[src/rtl/range_pkg.sv]
// Shared constants and FSM state type for the range-finder stimulus generator.
package range_pkg;
  localparam int DATA_W  = 9;
  localparam int RANGE_W = 10;
  localparam int LEN_W   = 8;

  // Fibonacci taps for x^9 + x^5 + 1 (bits 8 and 4 feed back into bit 0)
  localparam logic [DATA_W-1:0] LFSR_TAPS = 9'h110;

  typedef enum logic [2:0] {
    IDLE,
    GO,
    STREAM,
    FINISH,
    CHECK
  } state_t;
endpackage

[src/rtl/range_sample_src.sv]
// Sample source: loads the seed on an accepted start and advances by increment or LFSR step.
module range_sample_src
  import range_pkg::*;
(
  input  logic              clock,
  input  logic              reset,
  input  logic              load,
  input  logic              step,
  input  logic              mode,
  input  logic [DATA_W-1:0] seed,
  output logic [DATA_W-1:0] sample,
  output logic [DATA_W-1:0] sample_next
);
  logic              mode_q;
  logic [DATA_W-1:0] step_val;

  always_comb begin
    step_val = mode_q ? {sample[DATA_W-2:0], ^(sample & LFSR_TAPS)}
                      : sample + DATA_W'(1);
    sample_next = sample;
    if (load) begin
      // an all-zero LFSR would lock up, so substitute all-ones
      sample_next = (mode && (seed == '0)) ? '1 : seed;
    end else if (step) begin
      sample_next = step_val;
    end
  end

  always_ff @(posedge clock or posedge reset) begin
    if (reset) begin
      sample <= '0;
      mode_q <= 1'b0;
    end else begin
      sample <= sample_next;
      if (load) mode_q <= mode;
    end
  end
endmodule

[src/rtl/range_stream_gen.sv]
// Burst generator: drives go/data/finish into a range finder, tracks min/max, checks the returned range.
module range_stream_gen
  import range_pkg::*;
(
  input  logic               clock,
  input  logic               reset,
  input  logic               start,
  input  logic               abort,
  input  logic               mode,
  input  logic [DATA_W-1:0]  seed,
  input  logic [LEN_W-1:0]   length,
  input  logic [RANGE_W-1:0] range_in,
  output logic               go,
  output logic               finish,
  output logic [DATA_W-1:0]  data_out,
  output logic               busy,
  output logic [RANGE_W-1:0] expected,
  output logic               done,
  output logic               pass,
  output logic               fail,
  output state_t             state
);
  // Handshake: start is a level sampled only in IDLE; go/finish/done/pass/fail are
  // single-cycle pulses and every output is a flop fed from next-state logic.
  state_t            state_d;
  logic              load;
  logic              step;
  logic              sample_cyc;
  logic [LEN_W-1:0]  cnt;
  logic [DATA_W-1:0] min_q, max_q, min_n, max_n;
  logic [DATA_W-1:0] sample, sample_next;

  range_sample_src u_src (
    .clock       (clock),
    .reset       (reset),
    .load        (load),
    .step        (step),
    .mode        (mode),
    .seed        (seed),
    .sample      (sample),
    .sample_next (sample_next)
  );

  assign data_out = sample;

  always_comb begin
    state_d    = state;
    load       = 1'b0;
    sample_cyc = (state == GO) || (state == STREAM);
    case (state)
      IDLE: begin
        if (start) begin
          state_d = GO;
          load    = 1'b1;
        end
      end
      GO, STREAM: state_d = ((cnt == LEN_W'(1)) || abort) ? FINISH : STREAM;
      FINISH:     state_d = CHECK;
      CHECK:      state_d = IDLE;
      default:    state_d = IDLE;
    endcase
    step  = sample_cyc && (state_d == STREAM);
    min_n = (sample_next < min_q) ? sample_next : min_q;
    max_n = (sample_next > max_q) ? sample_next : max_q;
  end

  always_ff @(posedge clock or posedge reset) begin
    if (reset) begin
      state    <= IDLE;
      cnt      <= '0;
      min_q    <= '0;
      max_q    <= '0;
      expected <= '0;
      go       <= 1'b0;
      finish   <= 1'b0;
      busy     <= 1'b0;
      done     <= 1'b0;
      pass     <= 1'b0;
      fail     <= 1'b0;
    end else begin
      state  <= state_d;
      go     <= (state_d == GO);
      finish <= (state_d == FINISH);
      busy   <= (state_d != IDLE);
      done   <= (state_d == CHECK);
      // expected is final by FINISH, so range_in is judged on the edge into CHECK
      pass   <= (state_d == CHECK) && (range_in == expected);
      fail   <= (state_d == CHECK) && (range_in != expected);
      if (load) begin
        cnt      <= (length == '0) ? LEN_W'(1) : length;
        min_q    <= sample_next;
        max_q    <= sample_next;
        expected <= '0;
      end else if (step) begin
        cnt      <= cnt - LEN_W'(1);
        min_q    <= min_n;
        max_q    <= max_n;
        expected <= RANGE_W'(max_n - min_n);
      end
    end
  end
endmodule

[config.mk]
export PLATFORM = sky130hd
export DESIGN_NAME = range_stream_gen
export DESIGN_NICKNAME = d
export VERILOG_FILES = /design/src/rtl/range_pkg.sv /design/src/rtl/range_sample_src.sv /design/src/rtl/range_stream_gen.sv
export SDC_FILE = /design/constraint.sdc
export NUM_CORES = 1
export LEC_CHECK = 0
export ABC_AREA = 0
export CORE_ASPECT_RATIO = 2
export CORE_UTILIZATION = 50
export CTS_CLUSTER_SIZE = 10
export DETAILED_ROUTE_END_ITERATION = 10
export PLACE_DENSITY = 0.82
export REMOVE_ABC_BUFFERS = 1
export SETUP_SLACK_MARGIN = 0.2
export SYNTH_ARGS = -nofsm -noshare
export SYNTH_HDL_FRONTEND = slang
export SYNTH_SLANG_ARGS = --single-unit
[constraint.sdc]
create_clock -name clock -period 6 [get_ports clock]
set_input_delay 1.5 -clock clock [delete_from_list [all_inputs] [get_ports clock]]
set_output_delay 1.5 -clock clock [all_outputs]
set_load 0.03 [all_outputs]
==> flow_summary_export.csv <==
group,metric,value,unit
global_routing,overflow,0,
worst_setup_path,reg2reg_depth,25,
sta,drv_slew,0,
logic_synthesis,ys_seq_area_share,35.2,%
drt,first_iter_violations,234,
global_routing,grt_pass1_wl,18.9,mm
clocking,ctsHtreeMaxLevel,2,
clocking,worstSkewPairLatency,0.30,ns
logic_synthesis,async_flop_share,100,%
sta,worst_slew_pin_slew,0.745,ns
placement,dp_slack,-0.218,ns
floorplan,rows,45,
drt,drc_errors,0,
final_layout,final_area,5510,sq um
floorplan,die_h,127,um
logic_synthesis,synth_area,3910,sq um
logic_synthesis,synth_compound_area_share,21.9,%
final_layout,finalNetCount,637,
clocking,cts_tree,"built",
global_routing,grt_start_max_net_pins,56,
sta,clock_skew,0.00370,ns
drt,wl_per_cell,18.2,um
drt,finalWirelength,12.2,mm
worst_setup_path,start_kind,"input port",
logic_synthesis,yosysWarnings,0,
logic_synthesis,synthSimpleGateAreaFrac,18.8,%
final_layout,final_util,72.5,%
sta,fmax,0.180,GHz
global_routing,grt_use_total,29.8,%
drt,ant_nets,0,
drt,vias,3969,
hold_path,hold_path_depth,1,
worst_setup_path,critical_path_class,"input port to register",
logic_synthesis,synth_flop_cell,"dfrtp_1",
logic_synthesis,synth_edf_count,0,
clocking,numCtsBuffers,5,
job,cap_violations,0,
clocking,clk_root_buffer_cell,"clkbuf_16",
floorplan,dieArea,8200,sq um
placement,place_congestion,0.956,
sta,rsz0062_at_grt,"false",
logic_synthesis,synth_top_family_by_area,"compound AO/OA/AOI/OAI gates",
floorplan,coreArea,7600,sq um
run_status,status,"completed",
final_layout,syn_to_final_growth,40.9,%
sta,finalSetupViolCount,0,
placement,port_buffers,59,
logic_synthesis,synth_seq_cells,55,
clocking,clock_sinks,55,
clocking,cts_max_path_buffers,2,
worst_setup_path,r2r-start,"state[1]",
logic_synthesis,synth_fa_ha_area_share,9.47,%
sta,worst_slack,0.441,ns
clocking,ctsHoldBuffers,0,
logic_synthesis,yosys-mux-area-fraction,3.68,%
placement,detailed_place_hpwl,8.93,mm
logic_synthesis,avgSynthCellArea,8.79,sq um
final_layout,nFillCells,544,
worst_setup_path,arrival,5.73,ns
sta,max_slew_margin,50.3,%
drt,via_per_inst,5.92,
hold_path,min_from,"max_q[4]",
hold_path,hold-path-endpoint,"max_q[4]",
logic_synthesis,synth_xor_area_share,5.37,%
sta,period_share,92.6,%
clocking,cts.clk_slew.worst_paths,0.07,ns
worst_setup_path,worstSetupEndpointType,"register",
sta,hold_violations,0,
logic_synthesis,synth_cells,445,
global_routing,grt_pass1_vias,4046,
final_layout,diodes,0,
placement,place_area,5070,sq um
global_routing,antenna_found_initial,0,
worst_setup_path,path_max_fanout,9,
drt,dr.pass1.iters,4,
final_layout,drive_gt1_share,23.6,%
floorplan,die_x,64.5,um
hold_path,hold_class,"register to register",
logic_synthesis,ys_types,67,
worst_setup_path,rr_endpoint,"expected[6]",
floorplan,start_util,51.5,%
worst_setup_path,cp.required,6.17,ns
sta,fin_crit,5.56,ns
floorplan,num_io_pins,60,
worst_setup_path,ff2ff_setup_slack,1.17,ns
-- cell usage after synthesis, types with 4 or more instances --
| library cell | n | area, sq um |
|---|---|---|
| clkbuf_1 | 12 | 45.0 |
| nand3_1 | 18 | 90.1 |
| xor2_1 | 12 | 105 |
| and2_1 | 4 | 25.0 |
| nor2_1 | 36 | 135 |
| nand4_1 | 7 | 43.8 |
| xnor2_1 | 12 | 105 |
| inv_1 | 33 | 124 |
| dfrtp_1 | 55 | 1380 |
| o31ai_1 | 4 | 30.0 |
| o211ai_1 | 8 | 60.1 |
| ha_1 | 28 | 350 |
| a31oi_1 | 8 | 50.1 |
| a211oi_1 | 5 | 37.5 |
| nand2_1 | 43 | 161 |
| nor3_1 | 11 | 55.1 |
| mux2i_1 | 5 | 50.1 |
| mux2_2 | 6 | 67.6 |
| a21oi_1 | 40 | 200 |
| nor4_1 | 4 | 25.0 |
| o21ai_0 | 31 | 155 |
-- worst max-delay path: stages --
cell	delay, ns
clkdlybuf4s50_1	0.45
a31oi_4	0.21
and2_4	0.20
buf_4	0.17
nor3_1	0.07
a211oi_2	0.31
ha_1	0.28
nand4_1	0.12
or2_1	0.15
nor2_2	0.05
a2111oi_4	0.26
buf_4	0.17
buf_4	0.12
nand2_4	0.06
buf_6	0.14
o21ai_2	0.14
ha_2	0.22
inv_1	0.05
a21o_1	0.20
o211ai_1	0.09
nand4b_1	0.21
a221oi_2	0.31
xnor2_1	0.15
mux2i_1	0.09
-- sequential cells by signal (all words and copies together) (netlist names) --
signal,count
finish,1
cnt,8
done,1
min_q,9
expected,10
u_src.mode_q,1
u_src.sample,9
fail,1
busy,1
go,1
max_q,9
pass,1
state,3
-- routing by layer --
layer	vias to the layer above	wire length [um]	GRT usage [%]
met5	-	0	0
met4	0	621	20.7
met3	42	325	3.84
met2	122	6930	56.1
met1	1936	4350	28.7
li1	1869	-	-
-- cells by family after synthesis --
logic type,count (synthesis)
buf+inv,53
fa+ha+maj,29
compound gates,126
mux,13
xor+xnor,24
flops,55
simple gates,145
-- worst max-delay path by stage --
stage	startpoint	slack (ns)	cells after the start	end
floorplan	start	-0.61	19	expected[6]
global placement	start	-0.12	21	expected[7]
detailed placement	start	-0.22	24	expected[7]
CTS	start	0.20	23	expected[5]
global route	seed[4]	0.15	24	expected[5]
finish	abort	0.44	24	expected[5]
-- cell usage in the layout (no fill, tap or decap), types with 3 or more instances in the layout --
cell             instances
inv_1                   30
a21oi_1                 38
dfrtp_1                 55
a211oi_1                 4
buf_6                    3
nand2_1                 43
o21ai_0                 29
clkbuf_16                5
a31oi_1                  8
o31ai_1                  4
mux2i_1                  5
nand4_1                  7
a21o_1                   3
xor2_1                  12
o21a_1                   3
ha_4                     3
mux2_2                   6
xnor2_1                 12
nor3_1                   9
nor4_1                   4
nor2_1                  35
buf_4                   80
o211ai_1                 8
ha_1                    24
clkdlybuf4s50_1         51
and2_4                   3
nand3_1                 18
dlymetal6s2s_1           8
-- metrics by stage --
step,hold slack (ns),cells,setup TNS (ns)
finish,0.521,671,0
global route,0.541,671,0
CTS,0.512,659,0
detailed placement,0.495,650,-1.04
global placement,0.488,650,-0.458
floorplan,0.472,426,-3.61
-- area by class of cell --
type / count / area [sq um] / share of cell area [%]
repair buffers: 143 / 1260 / 23.0
inverters: 34 / 130 / 2.36
well taps: 94 / 118 / 2.13
clock inverters: 1 / 7.51 / 0.136
multi-input cells: 337 / 2460 / 44.7
clock buffers: 7 / 153 / 2.77
flip-flops and latches: 55 / 1380 / 25.0
-- timing repair --
action,CTS,global route
buffers inserted,1,12
endpoints found under the setup margin,6,7
resized for setup,9,35
pin swaps,4,18
cloned,0,0
Power is left out: the tool's default activity adds up to more than one toggle a clock period on the data nets, which glitch-free logic cannot reach.
